## src/rtl/register_file_pkg.sv

```systemverilog
// Register file shared types: address width, address type and the x0 constant.
// Decode and the ALU import the same definitions.
package regfile_pkg;

  localparam int NREGS_DEF  = 32;
  localparam int REG_ADDR_W = $clog2(NREGS_DEF);

  typedef logic [REG_ADDR_W-1:0] reg_addr_t;

  localparam reg_addr_t REG_ZERO = '0;

endpackage

```

## src/rtl/register_file_if.sv

```systemverilog
// Decode/writeback side of the register file: read, reserve and write ports.
// The master side is decode plus writeback; the slave side is the register file.
interface register_file_if
  import regfile_pkg::*;
#(
  parameter int N  = 32,
  parameter int AW = REG_ADDR_W
) ();

  logic [AW-1:0] rd_addr0;
  logic [AW-1:0] rd_addr1;
  logic [N-1:0]  rd_data0;
  logic [N-1:0]  rd_data1;
  logic          busy0;
  logic          busy1;
  logic          wr_ena;
  logic [AW-1:0] wr_addr;
  logic [N-1:0]  wr_data;
  logic          rsv_ena;
  logic [AW-1:0] rsv_addr;
  logic          rsv_conflict;

  modport master (
    output rd_addr0, rd_addr1,
    output wr_ena, wr_addr, wr_data,
    output rsv_ena, rsv_addr,
    input  rd_data0, rd_data1,
    input  busy0, busy1, rsv_conflict
  );

  modport slave (
    input  rd_addr0, rd_addr1,
    input  wr_ena, wr_addr, wr_data,
    input  rsv_ena, rsv_addr,
    output rd_data0, rd_data1,
    output busy0, busy1, rsv_conflict
  );

endinterface

```

## src/rtl/comparator_eq.sv

```systemverilog
// Equality comparator used for the write-to-read bypass address match.
module comparator_eq #(
  parameter int W = 5
) (
  input  logic [W-1:0] a,
  input  logic [W-1:0] b,
  output logic         eq
);

  assign eq = (a == b);

endmodule

```

## src/rtl/register_file_decoder.sv

```systemverilog
// Enabled one-hot address decoder; bit 0 is forced low so x0 never updates.
module decoder_onehot #(
  parameter int AW   = 5,
  parameter int NOUT = 32
) (
  input  logic            ena,
  input  logic [AW-1:0]   addr,
  output logic [NOUT-1:0] onehot
);

  always_comb begin
    onehot = '0;
    if (ena) onehot[addr] = 1'b1;
    onehot[0] = 1'b0;
  end

endmodule

```

## src/rtl/register_file.sv

```systemverilog
// Two-read, one-write register file with x0 hardwired to zero and a
// per-register pending scoreboard for read-after-write stalls.
module register_file
  import regfile_pkg::*;
#(
  parameter int N      = 32,
  parameter int NREGS  = 32,
  parameter bit BYPASS = 1'b1
) (
  input logic            clk,
  input logic            rst,
  register_file_if.slave bus
);

  localparam int AW = $clog2(NREGS);

  logic [N-1:0]     regs [NREGS];
  logic [NREGS-1:0] pending;
  logic [NREGS-1:0] wr_vec;
  logic [NREGS-1:0] rsv_vec;
  logic             conflict;
  logic             hit0;
  logic             hit1;
  logic             byp0;
  logic             byp1;
  logic             nz0;
  logic             nz1;

  decoder_onehot #(.AW(AW), .NOUT(NREGS)) u_wr_dec (
    .ena    (bus.wr_ena),
    .addr   (bus.wr_addr),
    .onehot (wr_vec)
  );

  decoder_onehot #(.AW(AW), .NOUT(NREGS)) u_rsv_dec (
    .ena    (bus.rsv_ena),
    .addr   (bus.rsv_addr),
    .onehot (rsv_vec)
  );

  comparator_eq #(.W(AW)) u_eq0 (
    .a  (bus.wr_addr),
    .b  (bus.rd_addr0),
    .eq (hit0)
  );

  comparator_eq #(.W(AW)) u_eq1 (
    .a  (bus.wr_addr),
    .b  (bus.rd_addr1),
    .eq (hit1)
  );

  always_ff @(posedge clk or posedge rst) begin
    if (rst) begin
      for (int i = 0; i < NREGS; i++) regs[i] <= '0;
    end else begin
      regs[0] <= '0;
      for (int i = 1; i < NREGS; i++)
        if (wr_vec[i]) regs[i] <= bus.wr_data;
    end
  end

  // A same-cycle reserve re-arms the bit the write just retired.
  always_ff @(posedge clk or posedge rst) begin
    if (rst) begin
      pending  <= '0;
      conflict <= 1'b0;
    end else begin
      pending  <= (pending & ~wr_vec) | rsv_vec;
      conflict <= conflict | (|(rsv_vec & pending & ~wr_vec));
    end
  end

  assign nz0  = (bus.rd_addr0 != '0);
  assign nz1  = (bus.rd_addr1 != '0);
  assign byp0 = BYPASS && bus.wr_ena && hit0 && nz0;
  assign byp1 = BYPASS && bus.wr_ena && hit1 && nz1;

  always_comb begin
    bus.rd_data0 = '0;
    bus.rd_data1 = '0;
    if (byp0)     bus.rd_data0 = bus.wr_data;
    else if (nz0) bus.rd_data0 = regs[bus.rd_addr0];
    if (byp1)     bus.rd_data1 = bus.wr_data;
    else if (nz1) bus.rd_data1 = regs[bus.rd_addr1];
  end

  assign bus.busy0        = nz0 && pending[bus.rd_addr0] && !byp0;
  assign bus.busy1        = nz1 && pending[bus.rd_addr1] && !byp1;
  assign bus.rsv_conflict = conflict;

endmodule
```

## src/flat_wrapper.sv

```systemverilog
// flat-port wrapper written by rule: the top's interface ports become plain ports
module register_file_flat import regfile_pkg::*;
#(
  parameter int N      = 32,
  parameter int NREGS  = 32,
  parameter bit BYPASS = 1'b1
)
  (clk, rst, bus_rd_addr0, bus_rd_addr1, bus_wr_ena, bus_wr_addr, bus_wr_data, bus_rsv_ena, bus_rsv_addr, bus_rd_data0, bus_rd_data1, bus_busy0, bus_busy1, bus_rsv_conflict);
  register_file_if #(.N(N)) bus_i ();
  input logic clk;
  input logic rst;
  input wire logic [$bits(bus_i.rd_addr0)-1:0] bus_rd_addr0;
  input wire logic [$bits(bus_i.rd_addr1)-1:0] bus_rd_addr1;
  input wire logic [$bits(bus_i.wr_ena)-1:0] bus_wr_ena;
  input wire logic [$bits(bus_i.wr_addr)-1:0] bus_wr_addr;
  input wire logic [$bits(bus_i.wr_data)-1:0] bus_wr_data;
  input wire logic [$bits(bus_i.rsv_ena)-1:0] bus_rsv_ena;
  input wire logic [$bits(bus_i.rsv_addr)-1:0] bus_rsv_addr;
  output wire logic [$bits(bus_i.rd_data0)-1:0] bus_rd_data0;
  output wire logic [$bits(bus_i.rd_data1)-1:0] bus_rd_data1;
  output wire logic [$bits(bus_i.busy0)-1:0] bus_busy0;
  output wire logic [$bits(bus_i.busy1)-1:0] bus_busy1;
  output wire logic [$bits(bus_i.rsv_conflict)-1:0] bus_rsv_conflict;
  assign bus_i.rd_addr0 = bus_rd_addr0;
  assign bus_i.rd_addr1 = bus_rd_addr1;
  assign bus_i.wr_ena = bus_wr_ena;
  assign bus_i.wr_addr = bus_wr_addr;
  assign bus_i.wr_data = bus_wr_data;
  assign bus_i.rsv_ena = bus_rsv_ena;
  assign bus_i.rsv_addr = bus_rsv_addr;
  assign bus_rd_data0 = bus_i.rd_data0;
  assign bus_rd_data1 = bus_i.rd_data1;
  assign bus_busy0 = bus_i.busy0;
  assign bus_busy1 = bus_i.busy1;
  assign bus_rsv_conflict = bus_i.rsv_conflict;
  register_file #(.N(N), .NREGS(NREGS), .BYPASS(BYPASS)) u_core (.clk(clk), .rst(rst), .bus(bus_i));
endmodule
```

## config.mk

```make
export PLATFORM = sky130hd
export DESIGN_NAME = register_file_flat
export DESIGN_NICKNAME = d
export VERILOG_FILES = /design/src/rtl/register_file_pkg.sv /design/src/rtl/register_file_if.sv /design/src/rtl/comparator_eq.sv /design/src/rtl/register_file_decoder.sv /design/src/rtl/register_file.sv /design/src/flat_wrapper.sv
export SDC_FILE = /design/constraint.sdc
export NUM_CORES = 2
export LEC_CHECK = 0
export ABC_AREA = 1
export CAP_MARGIN = 20
export CELL_PAD_IN_SITES_DETAIL_PLACEMENT = 0
export CELL_PAD_IN_SITES_GLOBAL_PLACEMENT = 2
export CORE_AREA = 2 2 412 414
export DETAILED_ROUTE_END_ITERATION = 12
export DIE_AREA = 0 0 414 416
export PLACE_DENSITY_LB_ADDON = 0.05
export SLEW_MARGIN = 20
export SYNTH_ARGS = -nofsm -noshare
export SYNTH_HDL_FRONTEND = slang
export SYNTH_SLANG_ARGS = --single-unit
```

## constraint.sdc

```tcl
create_clock -name clk -period 43.3 [get_ports clk]
set_input_delay 8.66 -clock clk [delete_from_list [all_inputs] [get_ports clk]]
set_output_delay 8.66 -clock clk [all_outputs]
set_load 0.005 [all_outputs]
```

# Word level (Yosys, flattened, before mapping)
# Index checks and enable logic that the tools add are counted.
# classes
reduce_logical,15
muxes,20
bitwise,8
eq_ne,2
n_lt_le_gt_ge,8
# op_table
op,n
$bmux 32 s5,2
$mux 32,10
$and 32x32->32,3
$not 32->32,1
$or 32x32->32,1
$reduce_or 32->1,1
$lt 5x6->1 const B,4
$ge 6x6->1 const B,2
$not 5->6,2
$bmux 1 s5,2
$demux 1 s5,2
$eq 5x5->1,2
$ge 5x1->1 const B,2
$logic_and 1x1->1,10
$reduce_bool 5->1,2
$mux 1,4
$logic_not 1->1,2
$or 1x1->1,1
# totals
wordCells,86
regBits,1025
out_inout_bits,67
input_bits,56

# Logic depth before layout (Yosys ltp)
# logic_depth
depth_word,9
mapped_depth,13

# Modules after synthesis
# Synthesis repeated with hierarchy kept, for this count alone.
# hier_totals
cells_unflattened,9301
hier_area_um2,60649.4
# by_module_without_submodules
mod,cells_per_inst,area_per_inst_um2,seq_area_each_um2,n_inst
register_file,9167,60081.4,25649.6,1
decoder_onehot,51,207.7,0.0,2
comparator_eq,16,76.3,0.0,2

# Worst setup path before layout
# OpenSTA, ideal clock, no wires.
# synth_path
path_kind,input to output
startpoint,in bus_rd_addr0[0]
endpoint,out bus_rd_data0[4]
cell_stages,12
t_arrival_ns,9.815
required_ns,34.640
n_path_buf,4
path_slack_ns,24.825
path_cell_list,clkbuf_2 -> inv_1 -> buf_4 -> buf_2 -> buf_2 -> nand2_1 -> nand3_1 -> nand3_1 -> nand3_1 -> nand3_1 -> nand3_1 -> nand2_1
# synth_via
elab_chain_cells,6
# synth_lines
element,line_no,rtl
"start, declared",flat_wrapper.sv:12,input wire logic [$bits(bus_i.rd_addr0)-1:0] bus_rd_addr0;
$not 5->6 (implied by the code),register_file.sv:83,else if (nz0) bus.rd_data0 = regs[bus.rd_addr0];
$bmux 32 s5,register_file.sv:83,
$mux 32 (implied by the code) (2 in series),register_file.sv:83,
$mux 32,register_file.sv:83,
$mux 32 (*),register_file.sv:82,if (byp0) bus.rd_data0 = bus.wr_data;
"end, declared",flat_wrapper.sv:19,output wire logic [$bits(bus_i.rd_data0)-1:0] bus_rd_data0;
# Every way passes the cells marked *; elsewhere a longest branch is shown, timed or not. The select of a mux whose other input is x is not followed.

# Worst setup path after layout
# layout_path
startpoint,in bus_rd_addr1[1]
endpoint,out bus_rd_data1[23]
# layout_via
elab_chain_cells,6
# layout_lines
element,line_no,rtl
"start, declared",flat_wrapper.sv:13,input wire logic [$bits(bus_i.rd_addr1)-1:0] bus_rd_addr1;
$not 5->6 (implied by the code),register_file.sv:85,else if (nz1) bus.rd_data1 = regs[bus.rd_addr1];
$bmux 32 s5,register_file.sv:85,
$mux 32 (implied by the code) (2 in series),register_file.sv:85,
$mux 32,register_file.sv:85,
$mux 32 (*),register_file.sv:84,if (byp1) bus.rd_data1 = bus.wr_data;
"end, declared",flat_wrapper.sv:20,output wire logic [$bits(bus_i.rd_data1)-1:0] bus_rd_data1;
# Marked as above.

==> impl_metrics.csv <==
group,metric,value,unit
outcome,status,"finished, final reports clean",
floorplan,die-area,172200,um^2
grt,grt_max_degree,162,
grt,grt_use_total,0.3199,
cells_and_area,final_cell_mix,"nand2_1, nand3_1, o21ai_0",
setup_path,worst_setup_path_start_kind,"input port",
setup_path,r2r-start,"u_core.pending[14]",
clock_network,clock-root-buffer,"clkbuf_16",
synthesis,synth_fp_nets,9230,
cells_and_area,syn_to_final_growth,10.94,%
floorplan,core_area,168100,um^2
timing,relSlewSlack,0.2108,
floorplan,start_util,0.3580,
grt,antenna_found_initial,7,
clock_network,postCtsSetupBuffers,0,
setup_path,crit_end,"bus_rd_data1[23]",
setup_path,crit_chain,"buf_8 > buf_4 > inv_4 > nand2_4 > buf_4 > buf_4 > nor2_1 > nor2_1 > nand3_1 > nand3_1 > nand2_1 > nand3_1 > nand2_1 > clkdlybuf4s50_1",
synthesis,netlist-cell-type-count,26,
clock_network,clk_path_buf_depth,3,
timing,fin_tns_setup,0,ns
job,cap_violations,0,
setup_path,cp-end-kind,"primary output",
power_and_ir_drop,power_density,45.47,nW/um^2
clock_network,clk_pin_slew_worst_paths,0.05,ns
clock_network,cts-hold-fix-buffers,0,
clock_network,cts_resized,0,
setup_path,cp_max_fo,57,
drt,routed_wire_length_per_instance,25.04,um
power_and_ir_drop,p_leak,0.03297,uW
clock_network,cts_tree,"built",
power_and_ir_drop,power,3037,uW
setup_path,crit_start,"bus_rd_addr1[1]",
cells_and_area,final_common_cell,"nand2_1",
clock_network,cts_htree_levels,4,
drt,vias_per_cell,5.400,
timing,skew,0.004399,ns
grt,grt_pass1_wl,407.9,mm
place,gp_congestion,0.7957,
cells_and_area,nNetsFinal,8852,
timing,rsz0062_at_grt,"false",
timing,min_period_over_period,0.5062,
synthesis,synth_seq_cells,1024,
setup_path,crit_path_max_incr_delay,0.85,ns
cells_and_area,drive_gt1_frac,0.04250,
floorplan,num_rows,151,
synthesis,ys.flop_type,"dfrtp_1",
clock_network,cts_buffers,133,
synthesis,synth_edf_count,0,
setup_path,critical_path_arrival,13.26,ns
timing,min_period,21.92,ns
synthesis,seq_area_frac_synth,0.4257,
timing,worstMarginPinSlew,1.184,ns
drt,drt_wl_total,278.4,mm
clock_network,insertion_delay,0.78,ns
timing,hold_viol_final,0,
drt,postRouteAntennaNets,0,
place,placed_cells,10880,
synthesis,async_flop_share,1.000,
timing,max_freq,0.04562,GHz
place,numPortBuffers,122,
timing,maxSlewViolCount,0,
setup_path,criticalPathCategory,"input port to primary output",
setup_path,r2r_setup_slack,42.15,ns
drt,drt-initial-drc-count,6527,
grt,grt_remaining_overflow,0,
setup_path,crit_slowest_cell,"buf_4",
floorplan,die_w,414,um
timing,setup_viol,0,
synthesis,syn_area_per_cell,6.562,um^2
power_and_ir_drop,vdd_ir_drop_max,0.04242,mV
setup_path,critical_path_required,34.64,ns
setup_path,r2r_cells,6,
drt,post-route-drc-count,0,
synthesis,yosysWarnings,0,
cells_and_area,stdcell_count,11120,
place,hpwl,144.6,mm
drt,drt_pass1_iterations,6,
synthesis,synthCells,9174,
floorplan,die_h,416,um
worst_hold_path,hold_class,"flip-flop to flip-flop",
drt,vias,60020,
setup_path,r2r-end,"u_core.bus.rsv_conflict",
floorplan,num_io_pins,123,
clock_network,cts.sinks,1024,
synthesis,syn_area,60200,um^2
grt,grt_pass1_vias,57610,
## synth_stat cells, types with 2 or more instances
cell type	count	share of area
a21oi_1	89	0.0074
buf_1	78	0.0049
buf_2	248	0.021
buf_4	21	0.0026
clkbuf_1	395	0.025
clkinv_1	5	0.00031
dfrtp_1	1024	0.43
inv_1	865	0.054
inv_2	3	0.00019
nand2_1	3374	0.21
nand3_1	1251	0.10
nand4_1	18	0.0019
nor2_1	558	0.035
nor2_2	7	0.00073
o211ai_1	110	0.014
o21ai_0	1100	0.091
o21ai_1	18	0.0015
xnor2_1	2	0.00029
## metal layers
metal,routed length [um],GRT usage,vias up
li1,-,-,28110
met1,126500,0.4493,29400
met2,124900,0.5119,2116
met3,18250,0.04203,393
met4,8702,0.09816,0
met5,0,0,-
## power breakdown
group | switching, uW | internal (uW) | total, uW | leakage (uW)
logic | 414 | 210 | 624 | 0.0175
registers | 116 | 1140 | 1250 | 0.0133
clock network | 461 | 698 | 1160 | 0.00220
## cell families after synthesis
group                  after synthesis  share of synthesized area
XOR/XNOR                             3                  0.0004366
AND/OR/NAND/NOR                   5212                     0.3523
AO/OA/AOI/OAI                     1319                     0.1143
flip-flops                        1024                     0.4257
buffers and inverters             1616                     0.1073
## worst min path at each step
stage	from	end	slack, ns	cells past startpoint
final	u_core.regs[498]	u_core.regs[498]	0.48	2
after global routing	u_core.regs[316]	u_core.regs[316]	0.50	2
after CTS	u_core.regs[498]	u_core.regs[498]	0.49	2
after detailed placement	u_core.regs[498]	u_core.regs[498]	0.47	2
after global placement	u_core.regs[663]	u_core.regs[663]	0.47	2
after floorplan	u_core.regs[0]	u_core.regs[0]	0.45	2
## flip-flops by register name, indices dropped and copies added, names as in the netlist
name,cells
u_core.pending,31
u_core.regs,992
u_core.bus.rsv_conflict,1
## critical path: cells and delay by family
family | cells | cell delay, ns
buf+inv | 6 | 3.13
simple gates | 8 | 1.22
## per-stage QoR
step	setup WS (ns)	instance area (um^2)	utilization	hold WS, ns
floorplan	5.824	60200	-	0.4530
global placement	21.50	62240	0.3702	0.4659
detailed placement	21.49	62270	0.3703	0.4727
CTS	21.47	66730	0.3969	0.4860
global route	21.25	66780	0.3971	0.4978
finish	21.38	66780	0.3972	0.4791
## final cells by class
type | instances | area [um^2]
inverter | 873 | 3323
timing repair buffer | 230 | 2183
sequential | 1024 | 25620
multi-input combinational | 6534 | 28410
fill | 18030 | 101400
tap | 2218 | 2775
clock buffer | 205 | 4079
clock inverter | 29 | 380.4
antenna | 3 | 7.507
(Power assumes the default switching activity.)
